[config.mk]
export PLATFORM = sky130hd
export DESIGN_NAME = controle_rodada
export DESIGN_NICKNAME = d
export VERILOG_FILES = /design/src/rtl/controle_rodada.sv
export SDC_FILE = /design/constraint.sdc
export NUM_CORES = 1
export LEC_CHECK = 0
export BUFFER_PORTS_ARGS = -buffer_cell sky130_fd_sc_hd__buf_2
export CAP_MARGIN = 0
export CORE_MARGIN = 4
export CORE_UTILIZATION = 51
export CTS_CLUSTER_DIAMETER = 60
export DETAILED_ROUTE_END_ITERATION = 16
export PLACE_DENSITY = 0.74
export SYNTH_ARGS = -nofsm -noshare
export SYNTH_HDL_FRONTEND = slang
export SYNTH_SLANG_ARGS = --single-unit
export TNS_END_PERCENT = 30
[constraint.sdc]
create_clock -name clock -period 4.3 [get_ports clock]
set_input_delay 0.86 -clock clock [delete_from_list [all_inputs] [get_ports clock]]
set_output_delay 0.86 -clock clock [all_outputs]
set_load 0.01 [all_outputs]
[src/rtl/controle_rodada.sv]
// Round sequencer: runs one game of NUM_RODADAS rounds and turns each answer or
// per-round timeout into a single acertou/errou pulse for the point counter.
module controle_rodada #(
    parameter int unsigned TIMEOUT_CICLOS = 1000,
    parameter int unsigned NUM_RODADAS    = 40,
    parameter int unsigned PONTOS_MAX     = 32
) (
    input  logic       clock,
    input  logic       reset,
    input  logic       iniciar,
    input  logic       jogada,
    input  logic       jogada_correta,
    input  logic [5:0] pontos,
    output logic       acertou,
    output logic       errou,
    output logic       enable_pontos,
    output logic       zera_pontos,
    output logic       timeout,
    output logic       aguardando_jogada,
    output logic [5:0] rodada,
    output logic       fim_jogo,
    output logic       ganhou,
    output logic [2:0] estado_db
);

    localparam logic [2:0] INICIAL  = 3'd0;
    localparam logic [2:0] PREPARA  = 3'd1;
    localparam logic [2:0] ESPERA   = 3'd2;
    localparam logic [2:0] REGISTRA = 3'd3;
    localparam logic [2:0] PROXIMA  = 3'd4;
    localparam logic [2:0] FIM      = 3'd5;

    localparam logic [15:0] TIMER_FIM   = 16'(TIMEOUT_CICLOS - 1);
    localparam logic [5:0]  RODADAS_FIM = 6'(NUM_RODADAS);
    localparam logic [5:0]  PONTOS_FIM  = 6'(PONTOS_MAX);

    logic [2:0]  r_estado, w_estado;
    logic [15:0] r_timer, w_timer;
    logic [5:0]  r_rodada, w_rodada;
    logic        r_ganhou, w_ganhou;
    logic        r_veredito, w_veredito;
    logic        r_timeout, w_timeout;

    logic        w_expirou;
    logic        w_pontos_max;
    logic [5:0]  w_rodada_inc;
    logic        w_ultima;

    assign w_expirou    = (r_timer == TIMER_FIM);
    assign w_pontos_max = (pontos == PONTOS_FIM);
    assign w_rodada_inc = r_rodada + 6'd1;
    assign w_ultima     = (w_rodada_inc == RODADAS_FIM);

    always_comb begin
        w_estado   = r_estado;
        w_timer    = r_timer;
        w_rodada   = r_rodada;
        w_ganhou   = r_ganhou;
        w_veredito = r_veredito;
        w_timeout  = r_timeout;
        case (r_estado)
            INICIAL, FIM: begin
                // Clearing on the way in keeps rodada/ganhou at 0 already during PREPARA.
                if (iniciar) begin
                    w_estado  = PREPARA;
                    w_timer   = 16'd0;
                    w_rodada  = 6'd0;
                    w_ganhou  = 1'b0;
                    w_timeout = 1'b0;
                end
            end
            PREPARA: begin
                w_estado   = ESPERA;
                w_timer    = 16'd0;
                w_rodada   = 6'd0;
                w_ganhou   = 1'b0;
                w_veredito = 1'b0;
                w_timeout  = 1'b0;
            end
            ESPERA: begin
                // An answer arriving on the expiry cycle beats the timeout.
                if (jogada) begin
                    w_estado   = REGISTRA;
                    w_veredito = jogada_correta;
                    w_timeout  = 1'b0;
                end else if (w_expirou) begin
                    w_estado   = REGISTRA;
                    w_veredito = 1'b0;
                    w_timeout  = 1'b1;
                end else begin
                    w_timer = r_timer + 16'd1;
                end
            end
            REGISTRA: begin
                w_estado = PROXIMA;
            end
            PROXIMA: begin
                w_rodada = w_rodada_inc;
                if (w_pontos_max || w_ultima) begin
                    w_estado = FIM;
                    w_ganhou = w_pontos_max;
                end else begin
                    w_estado  = ESPERA;
                    w_timer   = 16'd0;
                    w_timeout = 1'b0;
                end
            end
            default: begin
                w_estado = INICIAL;
            end
        endcase
    end

    always_ff @(posedge clock) begin
        if (reset) begin
            r_estado   <= INICIAL;
            r_timer    <= 16'd0;
            r_rodada   <= 6'd0;
            r_ganhou   <= 1'b0;
            r_veredito <= 1'b0;
            r_timeout  <= 1'b0;
        end else begin
            r_estado   <= w_estado;
            r_timer    <= w_timer;
            r_rodada   <= w_rodada;
            r_ganhou   <= w_ganhou;
            r_veredito <= w_veredito;
            r_timeout  <= w_timeout;
        end
    end

    // Moore decode from registered state only; no input reaches an output.
    always_comb begin
        acertou           = 1'b0;
        errou             = 1'b0;
        enable_pontos     = 1'b0;
        zera_pontos       = 1'b0;
        timeout           = 1'b0;
        aguardando_jogada = 1'b0;
        fim_jogo          = 1'b0;
        case (r_estado)
            PREPARA: zera_pontos = 1'b1;
            ESPERA:  aguardando_jogada = 1'b1;
            REGISTRA: begin
                acertou       = r_veredito;
                errou         = ~r_veredito;
                enable_pontos = 1'b1;
                timeout       = r_timeout;
            end
            FIM:     fim_jogo = 1'b1;
            default: ;
        endcase
    end

    assign rodada    = r_rodada;
    assign ganhou    = r_ganhou;
    assign estado_db = r_estado;

`ifndef SYNTHESIS
    always_ff @(posedge clock) begin
        if (!reset) begin
            assert (!(acertou && errou))
                else $error("acertou and errou high together");
            assert (r_rodada <= RODADAS_FIM)
                else $error("rodada beyond NUM_RODADAS");
            assert (r_timer <= TIMER_FIM)
                else $error("timer beyond TIMEOUT_CICLOS-1");
        end
    end
`endif

endmodule

# Yosys cells after proc, flatten, opt, wreduce, memory -nomap -nowiden
# Index checks and enable logic that the tools add are counted.
totals:
  ff_bits: 28
  inputBits: 11
  output_inout_bits: 17
  wordCells: 64
classes:
  addsub: 2
  eq_ne: 14
  muxes: 29
  bitwise: 1
  reduce_logical: 12
op_table:
  columns: ["operator", "count"]
  rows:
  - ["$mux W16", 4]
  - ["$pmux W16 S4", 1]
  - ["$pmux W6 S3", 1]
  - ["$add A16 B1 Y16 const B", 1]
  - ["$eq A16 B10 Y1 const B", 1]
  - ["$pmux W3 S5", 1]
  - ["$mux W1", 14]
  - ["$eq A6 B6 Y1 const B", 2]
  - ["$mux W3", 4]
  - ["$ne A2 B2 Y1 const B", 5]
  - ["$add A6 B1 Y6 const B", 1]
  - ["$eq A3 B2 Y1 const B", 2]
  - ["$eq A3 B3 Y1 const B", 2]
  - ["$mux W6", 1]
  - ["$reduce_and A2 Y1", 3]
  - ["$reduce_and A5 Y1", 1]
  - ["$pmux W1 S4", 1]
  - ["$reduce_and A4 Y1", 1]
  - ["$reduce_bool A4 Y1", 1]
  - ["$eq A3 B1 Y1 const B", 1]
  - ["$logic_not A3 Y1", 1]
  - ["$ne A3 B3 Y1 const B", 1]
  - ["$pmux W1 S3", 1]
  - ["$reduce_and A3 Y1", 1]
  - ["other kinds (6)", 6]

# Logic depth before layout (Yosys ltp)
# Gate-level depths: netlist of run 1.
depth:
  word_depth: 5
  depth_mapped: 9
  ltp_nobuf: 6

# Worst setup path before layout of run 1
# No wires, ideal clock.
synth_path:
  path_type: "input to register"
  from: "input port pontos[1]"
  to: "register r_timer[3]"
  setup_ps: 91
  arrival_ps: 2010
  t_required_ps: 4209
  slack_ps: 2199
  cell_stages: 6
  path_buffers: 1
  cell_sequence: "nor4_1 nand3b_1 o21ai_1 a211oi_2 buf_2 a311oi_1"
synth_via:
  elab_chain_cells: 4
synth_rtl:
  columns: ["item", "line_no", "source"]
  rows:
  - ["start: declaration", "13", "input logic [5:0] pontos,"]
  - ["$eq A6 B6 Y1", "50", "assign w_pontos_max = (pontos == PONTOS_FIM);"]
  - ["$logic_or A1 B1 Y1", "99", "if (w_pontos_max || w_ultima) begin"]
  - ["$ne A2 B2 Y1 (no line)", null, null]
  - ["$reduce_and A5 Y1 (no line)", null, null]
  - ["end signal: assignment", "124", "r_timer <= w_timer;"]
  - ["end: declaration", "38", "logic [15:0] r_timer, w_timer;"]
# Every way passes these cells.
# A chain may end at the register's enable or synchronous reset.

# Worst setup path in the final report of run 1
layout_path:
  from: "register r_estado[2] (netlist: estado_db[2])"
  to: "output port aguardando_jogada"
layout_via:
  elab_chain_cells: 2
layout_rtl:
  columns: ["item", "line_no", "source"]
  rows:
  - ["start: declaration", "37", "logic [2:0] r_estado, w_estado;"]
  - ["start signal: assignment", "123", "r_estado <= w_estado;"]
  - ["$eq A3 B2 Y1", "141", "case (r_estado)"]
  - ["$mux W1", "141", null]
  - ["end: declaration", "19", "output logic aguardando_jogada,"]
# Every way passes these cells.

==> summary.log, run 1 <==
[timing] fmax 391 MHz
[grt] met3 GRT Util 2.08%
[clock_tree] deepest clock path buffer count 2
[cells_and_area] antenna diode count 0
[route] total wire length 3.72 mm
[timing] Fin Hold WS 505 ps
[worst_setup_path] Max FO, Critical Path 14
[yosys] async set-or-reset flop fraction in the synthesized netlist 0%
[timing] Fin. Hold Viols 0
[placed_design] post-detail-place hpwl 2.46 mm
[placed_design] GPL Wtd Cong 0.806
[yosys] sequential-to-total area share from yosys stat 34.0%
[grt] vias in the first global route 1433
[cells_and_area] fill cell total of the finished layout 274
[route] DR pass1 iterations 4
[worst_setup_path] endpoint type of the worst setup path primary output
[yosys] number of storage elements in the synthesis netlist 28
[route] post-route ant nets 0
[clock_tree] TritonCTS clock tree yes
[route] Routed wire per std cell 13.9 µm
[yosys] most instantiated flip-flop cell in the synthesis netlist dfxtp_1
[timing] total of endpoints with negative setup slack in the final report 0
[cells_and_area] final non-filler cell total 267
[yosys] Post-synth EDFFs 0
[yosys] cell area after synthesis 1650 µm²
[power] overall power of the completed layout 0.529 mW
[timing] tightest slew margin relative to the limit 28.1%
[die] Ports 28
[yosys] Synth cell types 50
[die] core box area 3080 µm²
[route] final routed DRC violation total 0
[timing] unrepaired setup endpoints after global routing no
[timing] measured slew at the worst slew-check pin 1080 ps
[route] number of DRC markers in iteration 0 164
[worst_setup_path] worst-path cell with the longest stage delay dfxtp_1
[clock_tree] post-cts hold buffer count 0
[grt] global route hottest layer met2
[power] pwr dens 292 nW/µm²
[yosys] net count after synthesis 220
[cells_and_area] number of nets in the finished design 237
[timing] share of the clock period used by the worst path 59.5%
[placed_design] count of input and output buffers 27
[cells_and_area] fraction of final layout cells with drive strength greater than 1 17.9%
[worst_setup_path] data arrival at the endpoint of the critical path 1700 ps
[worst_hold_path] hold path depth 1
[outcome] result of the run finished, final reports clean
[worst_setup_path] worst path required time 3440 ps
[die] Die Wd 64.9 µm
[grt] global-route wire length before repair 6.51 mm
[placed_design] Cells after DPL 263
[clock_tree] CTS clk-pin slew, worst paths 160 ps
[clock_tree] TritonCTS buffer count 3
[cells_and_area] area occupied by multi-input gates 976 µm²
[worst_setup_path] CP cell instances and2b_4 > nand2_2 > inv_2 > buf_2
[timing] final sum of negative setup slack 0 ps
[clock_tree] PostCTS Resize Cnt 0
[die] starting utilization of the core area 53.6%
[grt] largest net degree at the start of global routing 33
[yosys] mean post-synth cell area 7.97 µm²
[worst_setup_path] Crit Path Class flop to primary output
[worst_hold_path] class of the worst hold path flop to flop
[timing] final setup skew 12.8 ps
[clock_tree] # Post-CTS Setup Buffers 0
[power] static leakage 0.689 nW
[cells_and_area] highest-count cells in the layout ignoring fill and taps dfxtp_1, buf_2, nor2_1, a21oi_1, nand2_1
[grt] global-route total usage across every layer 18.9%
[timing] fin worst setup slack 1740 ps
[flow_run] number of max-cap violations 0
[timing] pins over their slew limit 0
[yosys] Post-Syn Instances 207
[die] number of rows in the core area 20
[worst_setup_path] startpoint types flop
[route] routed via count divided by cell count 5.81
[power] worst ir drop on vdd 0.162 mV
[clock_tree] clock latency reported for the late side of the worst-skew pair 340 ps
[worst_setup_path] Worst R2R Path Depth 5
[grt] grt met1 use 26.4%
[die] Die Footprint 4210 µm²
[grt] met2 Resource Use GR 30.9%
[route] vias after detailed routing 1551
[placed_design] Post-Place Setup Slack 1700 ps
[yosys] Yosys warnings 0
[clock_tree] total number of H-tree levels 1
[timing] Min Clock Period, post-route 2560 ps
[clock_tree] number of sinks driven by the clock tree 28
[cells_and_area] area growth from synthesis to layout 9.86%
[die] die span in y 64.9 µm
[grt] initial antenna violation count 0
[worst_setup_path] longest individual stage delay on the worst path 440 ps
[clock_tree] clock root buffer clkbuf_4
[grt] final global-route overflow total 0
[cells_and_area] most common cell after layout, fill and taps aside dfxtp_1
[cells_and_area] Seq. cell area 561 µm²
cell families (layout without fill, tap and decap cells):
kind of cell | after synthesis | in the layout | share of synthesized area (%)
simple gates | 84 | 84 | 28.1
flops | 28 | 28 | 34.0
xor+xnor | 1 | 1 | 0.531
buf+inv | 24 | 40 | 6.90
compound gates | 65 | 65 | 27.1
fa+ha+maj | 2 | 2 | 1.52
mux | 3 | 3 | 1.90
registers in the layout, indices dropped and copies added (netlist names):
signal	count
estado_db	3
ganhou	1
r_timeout	1
r_timer	16
r_veredito	1
rodada	6
stage by stage:
step / cell area (µm²) / util, %
floorplan: 1650 / -
global placement: 1760 / 57.2
detailed placement: 1760 / 57.2
CTS: 1810 / 58.9
global route: 1810 / 58.9
finish: 1810 / 58.9
cell usage after synthesis (all sizes together), types with 6 or more instances:
master / count / share of area [%]
dfxtp: 28 / 34
nor2: 19 / 4.3
a311oi: 11 / 5.8
nand2: 19 / 4.5
nand3: 11 / 3.3
buf: 9 / 3.5
inv: 9 / 2.0
clkbuf: 6 / 1.4
o21ai: 9 / 2.7
a211oi: 7 / 3.5
a21oi: 19 / 5.8
per-layer routing:
layer  up-vias  wire length, µm
li1        803                -
met3         4              158
met5         -                0
met4         0               30
met1       708             1800
met2        36             1730
final cells by class:
cell class,instances,share of cell area [%]
flip-flops and latches,28,30.9
well taps,44,3.04
inverters,9,1.86
multi-input cells,155,53.8
repair buffers,27,7.45
clock inverters,1,1.66
clock buffers,3,1.24
power by group:
group,internal (mW),switching (mW),leakage [nW]
Clock,0.0943,0.0813,0.0279
Sequential,0.264,0.00846,0.226
Combinational,0.0296,0.0515,0.435
Total,0.387,0.141,0.689
worst paths after layout:
check / from / end / slack (ps)
worst max-delay path: estado_db[2]$_SDFFE_PP0P_ / aguardando_jogada / 1740
worst max register to register: estado_db[2]$_SDFFE_PP0P_ / r_timer[11]$_SDFFE_PP0P_ / 1950
worst min register to register: ganhou$_SDFFE_PP0P_ / ganhou$_SDFFE_PP0P_ / 500
worst min-delay path: ganhou$_SDFFE_PP0P_ / ganhou$_SDFFE_PP0P_ / 500
worst max-delay path: cells and delay by family (launching register included):
| family | cells | cell delay [ps] |
|---|---|---|
| buf+inv | 2 | 430 |
| flops | 1 | 440 |
| simple gates | 2 | 480 |
(Power assumes the default switching activity.)
==> run 2, diff against run 1 <==
- CORE_UTILIZATION: 51 -> 50
- PLACE_DENSITY: 0.74 -> 0.76
- clock period: 4.3 -> 2.1 ns (I/O delays scaled with it)
==> summary.log, run 2 (synthesis results as in run 1) <==
[power] static leakage 0.820 nW [was 0.689 nW]
[worst_setup_path] Max FO, Critical Path 8 [was 14]
[die] number of rows in the core area 20 [unchanged]
[grt] largest net degree at the start of global routing 21 [was 33]
[worst_setup_path] worst-path cell with the longest stage delay dfxtp_2 [was dfxtp_1]
[clock_tree] clock latency reported for the late side of the worst-skew pair 330 ps [was 340 ps]
[timing] measured slew at the worst slew-check pin 700 ps [was 1080 ps]
[die] starting utilization of the core area 53.2% [was 53.6%]
[route] number of DRC markers in iteration 0 153 [was 164]
[clock_tree] total number of H-tree levels 1 [unchanged]
[timing] unrepaired setup endpoints after global routing no [unchanged]
[grt] vias in the first global route 1545 [was 1433]
[clock_tree] CTS clk-pin slew, worst paths 150 ps [was 160 ps]
[placed_design] GPL Wtd Cong 0.850 [was 0.806]
[grt] global-route wire length before repair 6.94 mm [was 6.51 mm]
[clock_tree] TritonCTS clock tree yes [unchanged]
[cells_and_area] fill cell total of the finished layout 288 [was 274]
[grt] global-route total usage across every layer 20.0% [was 18.9%]
[route] DR pass1 iterations 4 [unchanged]
[route] vias after detailed routing 1698 [was 1551]
[cells_and_area] most common cell after layout, fill and taps aside buf_2 [was dfxtp_1]
[cells_and_area] flip-flop count of the largest register, all copies and words added 16 [unchanged]
[worst_setup_path] startpoint types flop [unchanged]
[worst_hold_path] class of the worst hold path primary input to flop [was flop to flop]
[cells_and_area] number of nets in the finished design 261 [was 237]
[placed_design] post-detail-place hpwl 2.86 mm [was 2.46 mm]
[clock_tree] deepest clock path buffer count 2 [unchanged]
[die] Die Footprint 4280 µm² [was 4210 µm²]
[clock_tree] clock root buffer clkbuf_4 [unchanged]
[timing] final setup skew 1.78 ps [was 12.8 ps]
[cells_and_area] antenna diode count 0 [unchanged]
[timing] fmax 495 MHz
[placed_design] count of input and output buffers 27 [unchanged]
[route] Routed wire per std cell 13.9 µm [about the same]
[worst_setup_path] minimum setup slack among reg-to-reg paths 90 ps [was 1950 ps]
[worst_setup_path] Crit path buffers/inverters 5 [was 2]
[power] pwr dens 558 nW/µm² [was 292 nW/µm²]
[timing] Min Clock Period, post-route 2020 ps
[cells_and_area] Post-Layout Inst Area 2010 µm² [was 1810 µm²]
[route] total wire length 4.04 mm [was 3.72 mm]
[worst_setup_path] cell seen most often among critical-path stages buf_4
[die] core box area 3100 µm² [was 3080 µm²]
[timing] Fin. Hold Viols 0 [unchanged]
[route] post-route ant nets 0 [unchanged]
[timing] total of endpoints with negative setup slack in the final report 0 [unchanged]
[route] routed via count divided by cell count 5.84 [was 5.81]
[worst_setup_path] longest individual stage delay on the worst path 360 ps [was 440 ps]
[grt] final global-route overflow total 0 [unchanged]
[timing] tightest slew margin relative to the limit 53.2% [was 28.1%]
[worst_setup_path] instance count on the critical path 7 [was 4]
[die] Die Wd 65.5 µm [was 64.9 µm]
[worst_setup_path] cell family with the largest share of critical-path delay buffers and inverters [was simple AND/OR/NAND/NOR gates]
[power] worst ir drop on vdd 0.486 mV [was 0.162 mV]
[die] die span in y 65.5 µm [was 64.9 µm]
[clock_tree] TritonCTS buffer count 3 [unchanged]
[worst_setup_path] endpoint type of the worst setup path primary output [unchanged]
[cells_and_area] highest-count cells in the layout ignoring fill and taps buf_2, dfxtp_1, buf_4, nor2_1, a21oi_1 [was dfxtp_1, buf_2, nor2_1, a21oi_1, nand2_1]
[grt] initial antenna violation count 0 [unchanged]
[worst_setup_path] data arrival at the endpoint of the critical path 1600 ps [was 1700 ps]
[timing] Fin Hold WS 342 ps [was 505 ps]
[timing] pins over their slew limit 0 [unchanged]
[outcome] result of the run finished, final reports clean [unchanged]
[route] final routed DRC violation total 0 [unchanged]
[timing] share of the clock period used by the worst path 96.2%
[cells_and_area] fraction of final layout cells with drive strength greater than 1 27.1% [was 17.9%]
[cells_and_area] area growth from synthesis to layout 21.9% [was 9.86%]
[die] Ports 28 [unchanged]
[worst_setup_path] worst path required time 1680 ps [was 3440 ps]
[worst_hold_path] hold path depth 3 [was 1]
[flow_run] number of max-cap violations 0 [unchanged]
[clock_tree] number of sinks driven by the clock tree 28 [unchanged]
[worst_setup_path] Worst R2R Path Depth 7 [was 5]
[worst_setup_path] Crit Path Class flop to primary output [unchanged]
[worst_setup_path] CP cell instances and2b_4 > buf_4 > nand2_2 > buf_4 > inv_2 > buf_8 > buf_2 [was and2b_4 > nand2_2 > inv_2 > buf_2]
[placed_design] post-placement cell area 1930 µm² [was 1760 µm²]
[cells_and_area] register ranked first by flip-flop count r_timer [unchanged]
==> run 2: changes by cell type in the layout (fill, tap and decap cells not counted), sizes merged <==
cell | before | now
buf | 27 | 51
==> run 2: report_power, final <==
part / switching, mW / total, mW / internal (mW)
clock: 0.164 / 0.357 / 0.193
sequential: 0.00854 / 0.548 / 0.540
combinational: 0.127 / 0.217 / 0.0899
==> run 2: routing by layer <==
layer	up-vias	global-route usage, %	wire, µm
li1	856	-	-
met1	787	26.7	1930
met2	51	33.9	1870
met3	4	4.10	221
met4	0	3.11	25
met5	-	0	0
==> run 2: final timing paths <==
check,startpoint,endpoint
min reg2reg,ganhou$_SDFFE_PP0P_,ganhou$_SDFFE_PP0P_
max reg2reg,r_timer[0]$_SDFFE_PP0P_,r_timeout$_SDFFE_PP0P_
max,estado_db[2]$_SDFFE_PP0P_,aguardando_jogada
min,jogada_correta,r_veredito$_SDFFE_PP0P_
==> run 2: final cells by class <==
cell class	instances	area [µm²]	area share, %
Clock buffer	3	22.5	1.12
Clock inverter	1	30.0	1.49
Inverter	9	33.8	1.68
Multi-Input combinational cell	155	983	48.9
Sequential cell	28	564	28.0
Tap cell	44	55.1	2.74
Timing Repair Buffer	51	323	16.0
==> run 2: worst register-to-register path: cells and delay by family, from the launching register on <==
| family | cells | cell delay [ps] |
|---|---|---|
| AND/OR/NAND/NOR | 3 | 540 |
| adder cells (fa/ha/maj) | 1 | 190 |
| multiplexers | 1 | 360 |
| buffers and inverters | 1 | 170 |
| AO/OA/AOI/OAI | 1 | 270 |
| flip-flops | 1 | 390 |
==> run 2: per-stage QoR <==
step / std cells / TNS, ps / power (mW) / setup slack [ps] / utilization (%)
after floorplan: 207 / 0 / 0.691 / 167 / -
after global placement: 286 / -6.64 / 0.760 / -4.30 / 62.3
after detailed placement: 286 / -126 / 0.762 / -24.9 / 62.3
after CTS: 290 / 0 / 1.12 / 31.7 / 64.4
after global routing: 291 / 0 / 1.18 / 16.1 / 64.8
final: 291 / 0 / 1.12 / 78.8 / 64.8
==> run 2: repair_timing <==
action | CTS | global route
endpoints found under the setup margin | 14 | 2
hold buffers | 0 | 0
buffers inserted | 0 | 1
hold endpoints to repair | 0 | 0
gates resized for setup | 2 | 4
